--- src/rtl/serial_add_ctrl_pkg.sv ---
// Shared types and constants for the bit-serial add/subtract sequencer.
package serial_add_ctrl_pkg;

  typedef enum logic [1:0] {
    ST_IDLE = 2'd0,
    ST_RUN  = 2'd1,
    ST_DONE = 2'd2
  } state_t;

  localparam logic OP_ADD = 1'b0;
  localparam logic OP_SUB = 1'b1;

endpackage

--- src/rtl/serial_add_ctrl_full_adder_bit.sv ---
// One-bit full adder built from two half-adder cells and an OR gate.
module full_adder_bit (
  input  logic a,
  input  logic b,
  input  logic ci,
  output logic s,
  output logic co
);

  logic s1, c1, c2;

  // first half adder: a + b
  assign s1 = a ^ b;
  assign c1 = a & b;
  // second half adder: partial sum + carry-in
  assign s  = s1 ^ ci;
  assign c2 = s1 & ci;
  assign co = c1 | c2;

endmodule

--- src/rtl/serial_add_ctrl.sv ---
// Bit-serial add/subtract sequencer: one full-adder cell reused over WIDTH
// bit-times, LSB first, with a carry flip-flop between bit-times.
module serial_add_ctrl
  import serial_add_ctrl_pkg::*;
#(
  parameter int WIDTH = 8
) (
  input  logic             clk,
  input  logic             reset,
  input  logic             start,
  input  logic             op,
  input  logic             cin,
  input  logic [WIDTH-1:0] a,
  input  logic [WIDTH-1:0] b,
  output logic             busy,
  output logic             done,
  output logic [WIDTH-1:0] sum,
  output logic             cout,
  output logic             ovf
);

  localparam int CW = (WIDTH > 1) ? $clog2(WIDTH) : 1;
  localparam logic [CW-1:0] LAST = CW'(WIDTH - 1);

  state_t           state, state_d;
  logic [WIDTH-1:0] sh_a, sh_b, sh_s;
  logic             carry;
  logic [CW-1:0]    cnt;
  logic             fa_s, fa_co;
  logic             accept, last;

  full_adder_bit u_fa (
    .a  (sh_a[0]),
    .b  (sh_b[0]),
    .ci (carry),
    .s  (fa_s),
    .co (fa_co)
  );

  assign accept = start && (state != ST_RUN);
  assign last   = (state == ST_RUN) && (cnt == LAST);
  assign busy   = (state == ST_RUN);
  assign done   = (state == ST_DONE);

  always_comb begin
    state_d = state;
    case (state)
      ST_IDLE: if (start) state_d = ST_RUN;
      ST_RUN:  if (cnt == LAST) state_d = ST_DONE;
      ST_DONE: state_d = start ? ST_RUN : ST_IDLE;
      default: state_d = ST_IDLE;
    endcase
  end

  always_ff @(posedge clk) begin
    if (reset) state <= ST_IDLE;
    else       state <= state_d;
  end

  always_ff @(posedge clk) begin
    if (reset) begin
      sh_a  <= '0;
      sh_b  <= '0;
      sh_s  <= '0;
      carry <= 1'b0;
      cnt   <= '0;
      sum   <= '0;
      cout  <= 1'b0;
      ovf   <= 1'b0;
    end else if (accept) begin
      // subtract is A + ~B + 1; cin only matters for add
      sh_a  <= a;
      sh_b  <= (op == OP_SUB) ? ~b : b;
      carry <= (op == OP_SUB) ? 1'b1 : cin;
      cnt   <= '0;
    end else if (state == ST_RUN) begin
      sh_a  <= sh_a >> 1;
      sh_b  <= sh_b >> 1;
      sh_s  <= {fa_s, sh_s[WIDTH-1:1]};
      carry <= fa_co;
      if (!last) cnt <= cnt + CW'(1);
      if (last) begin
        // on the MSB bit-time, carry holds the carry into the MSB
        sum  <= {fa_s, sh_s[WIDTH-1:1]};
        cout <= fa_co;
        ovf  <= carry ^ fa_co;
      end
    end
  end

endmodule

--- config.mk ---
export PLATFORM = sky130hd
export DESIGN_NAME = serial_add_ctrl
export DESIGN_NICKNAME = d
export VERILOG_FILES = /design/src/rtl/serial_add_ctrl_pkg.sv /design/src/rtl/serial_add_ctrl_full_adder_bit.sv /design/src/rtl/serial_add_ctrl.sv
export SDC_FILE = /design/constraint.sdc
export NUM_CORES = 1
export LEC_CHECK = 0
export CELL_PAD_IN_SITES_DETAIL_PLACEMENT = 1
export CELL_PAD_IN_SITES_GLOBAL_PLACEMENT = 2
export CORE_UTILIZATION = 30
export DETAILED_ROUTE_END_ITERATION = 16
export GPL_ROUTABILITY_DRIVEN = 1
export PLACE_DENSITY_LB_ADDON = 0.05
export SYNTH_ARGS = -nofsm -noshare
export SYNTH_HDL_FRONTEND = slang
export SYNTH_HIERARCHICAL = 1
export SYNTH_SLANG_ARGS = --single-unit
--- constraint.sdc ---
create_clock -name clk -period 1.9 [get_ports clk]
set_input_delay 0.19 -clock clk [delete_from_list [all_inputs] [get_ports clk]]
set_output_delay 0.19 -clock clk [all_outputs]
set_load 0.1 [all_outputs]
==> results.toml <==
[power_and_ir_drop]
p_switching_w = 0.000442
clkPwrFrac = 0.391
p_total_w = 0.00184
peakVddDrop_v = 0.000339
p_leak_nw = 0.815
combPwrFrac = 0.129
sequentialPowerShare = 0.479
p_int_w = 0.00140
p_sw_frac = 0.241
cellPowerDensity_mw_per_mm2 = 861

[setup_path]
slowest_delay_ns = 0.42
critPathSlowestCell = "dfxtp_1"
cp_data_required_time_ns = 1.71
crit_fanout = 25
r2r_slack_ns = 0.30
critPathKind = "reg -> out"
crit_chain = "nand2b_1 > inv_4 > buf_12"
regToRegStartpoint = "cnt[0]$_SDFFE_PP0P_"
start_kind = "register"
cpLargestDelayFamily = "buffers and inverters"
endpoint_kind = "primary output"
reg2regPathDepth = 5
arrival_ns = 1.46
reg2reg_to = "cnt[0]$_SDFFE_PP0P_"
path_buf_inv = 2

[clocking]
cts_buffers = 5
clock_latency_ns = 0.29
root_buffer = "clkbuf_8"
cts_buffer_depth = 2
cts-resized-gates = 0
tritoncts = "built"
holdBufCountCts = 0
cts_setup_buffers = 0
clock-sinks = 39
htree_num_levels = 2
path_clk_slew_ns = 0.08

[sta]
finClkSkew_ns = 0.00676
period_share = 0.871
finalSetupTns_ns = 0
fin_crit_ns = 1.65
worst_slew_pin_slew_ns = 0.503
slew_viol_final = 0
max_freq_mhz = 604
setup_viol = 0
slew_headroom = 0.664
hold_violations = 0
rsz0062_at_grt = "false"

[routing]
viasPerCell = 4.79
vias = 1393
firstDrtPassIters = 4
totalWireLength_um = 3820
post_drt_wl_per_cell_um = 13.1
drtAntennaViolNets = 0
drc = 0
drt_iter0_drc = 68

[hold_path]
min_to = "sh_b[5]$_SDFFE_PP0P_"
hold_start = "sh_b[6]$_SDFFE_PP0P_"
holdPathStages = 2
hold_path_class = "reg -> reg"

[global_route]
grt_pass1_wl_um = 6670
antenna_found_initial = 0
grt_max_degree = 40
grt_pass1_vias = 1450
track_usage = 0.143
overflow = 0

[run_status]
status = "completed"

[final_layout]
final_common_cell = "nand2_1"
layout-drive-gt1-share = 0.118
final_nets = 244
final_cell_mix = "nand2_1, dfxtp_1, a21oi_1"
area_growth_pct = 27.0
antenna_cells = 0

[synth]
syn-num-nets = 217
synth_edf_count = 0
yosysTopAreaCell = "dfxtp_1"
ys_ff_latch = 39
synth_top_area_frac = 0.465
synthDistinctLibCells = 27
ys.flop_type = "dfxtp_1"
synthCells = 193
synth_warnings = 6
netlist_area_sq_mm = 0.00168
synth_area_leaders = "dfxtp_1, nand2_1, a21oi_1"
seq_area_frac_synth = 0.465
synth-async-reset-ratio = 0
syn_area_per_cell_sq_um = 8.71

[floorplan]
core-area_sq_mm = 0.00524
initial_core_util = 0.321
die_h_um = 76.8
die_x_um = 76.8
num_io_pins = 33
dieArea_sq_mm = 0.00590
rows = 26

[place]
dp_hpwl_um = 2700
port_buffers = 32
globalplace.congestion = 0.640

[run]
drv_cap = 0
## worst register-to-register path, stage by stage (launching register included)
cell and delay (ns):
dfxtp_1 0.38, ha_1 0.18, ha_1 0.19, and3b_1 0.48
mux2i_1 0.14, a21oi_1 0.16
## cell usage after synthesis (2+ instances only)
master and instances:
inv_1 2, a21oi_1 28, a32oi_1 2, a211oi_1 8
a211o_1 7, buf_4 2, dfxtp_1 39, buf_6 2
nand3b_1 2, xnor2_1 9, nand2_1 42, ha_1 2
buf_2 8, clkbuf_1 2, nor2_1 18, mux2i_1 9
## worst max path at each step
stage,to,start,cells after the start,slack [ns]
detailed placement,sh_b[3]$_SDFFE_PP0P_,op,4,0.24
CTS,busy,state[0]$_SDFFE_PP0P_,3,0.22
floorplan,done,state[1]$_SDFFE_PP0P_,1,0.01
finish,busy,state[0]$_SDFFE_PP0P_,3,0.25
global route,cnt[0]$_SDFFE_PP0P_,cnt[0]$_SDFFE_PP0P_,5,0.12
global placement,sh_b[1]$_SDFFE_PP0P_,op,4,0.29
## flip-flops by register name, indices dropped and copies added, names as in the netlist
| register | flops |
|---|---|
| cnt | 3 |
| state | 2 |
| sh_b | 8 |
| carry | 1 |
| sum | 8 |
| sh_s | 7 |
| ovf | 1 |
| cout | 1 |
| sh_a | 8 |
## per-stage QoR
step	cells	setup WS [ns]	hold WS (ns)	utilization	instance area, sq um
2_1_floorplan	193	0.0121	0.266	-	1680
3_3_place_gp	283	0.293	0.443	0.385	2020
3_5_place_dp	283	0.243	0.453	0.385	2020
4_1_cts	291	0.217	0.466	0.408	2130
5_1_grt	291	0.121	0.475	0.408	2130
6_report	291	0.245	0.457	0.408	2130
## per-layer routing
layer / vias to the layer above / share of wire / wire length [um] / track usage
li1: 701 / - / - / -
met1: 668 / 0.43 / 1660 / 0.155
met2: 20 / 0.52 / 2000 / 0.268
met3: 4 / 0.036 / 139 / 0.0381
met4: 0 / 0.0060 / 23 / 0.0404
met5: - / 0 / 0 / 0
## cells by family after synthesis
group           share of synthesized area
buf+inv                            0.0611
xor+xnor                           0.0469
compound gates                      0.180
mux                                0.0536
flops                               0.465
fa+ha+maj                          0.0268
simple gates                        0.167
## final cells by class
cell class	count	area [sq um]
timing repair buffer	35	338
sequential	39	781
fill	623	3100
clock inverter	2	35.0
clock buffer	6	82.6
tap	70	87.6
inverter	3	13.8
multi-input combinational	136	797
## power groups by stage
stage               sequential [W]  combinational, W  clock [W]
detailed placement        0.000901          0.000241          0
global route              0.000886          0.000267   0.000777
CTS                       0.000881          0.000243   0.000747
finish                    0.000881          0.000238   0.000720
floorplan                 0.000894          0.000168          0
global placement          0.000899          0.000231          0
Note: power is estimated with default switching activity, not from simulation.
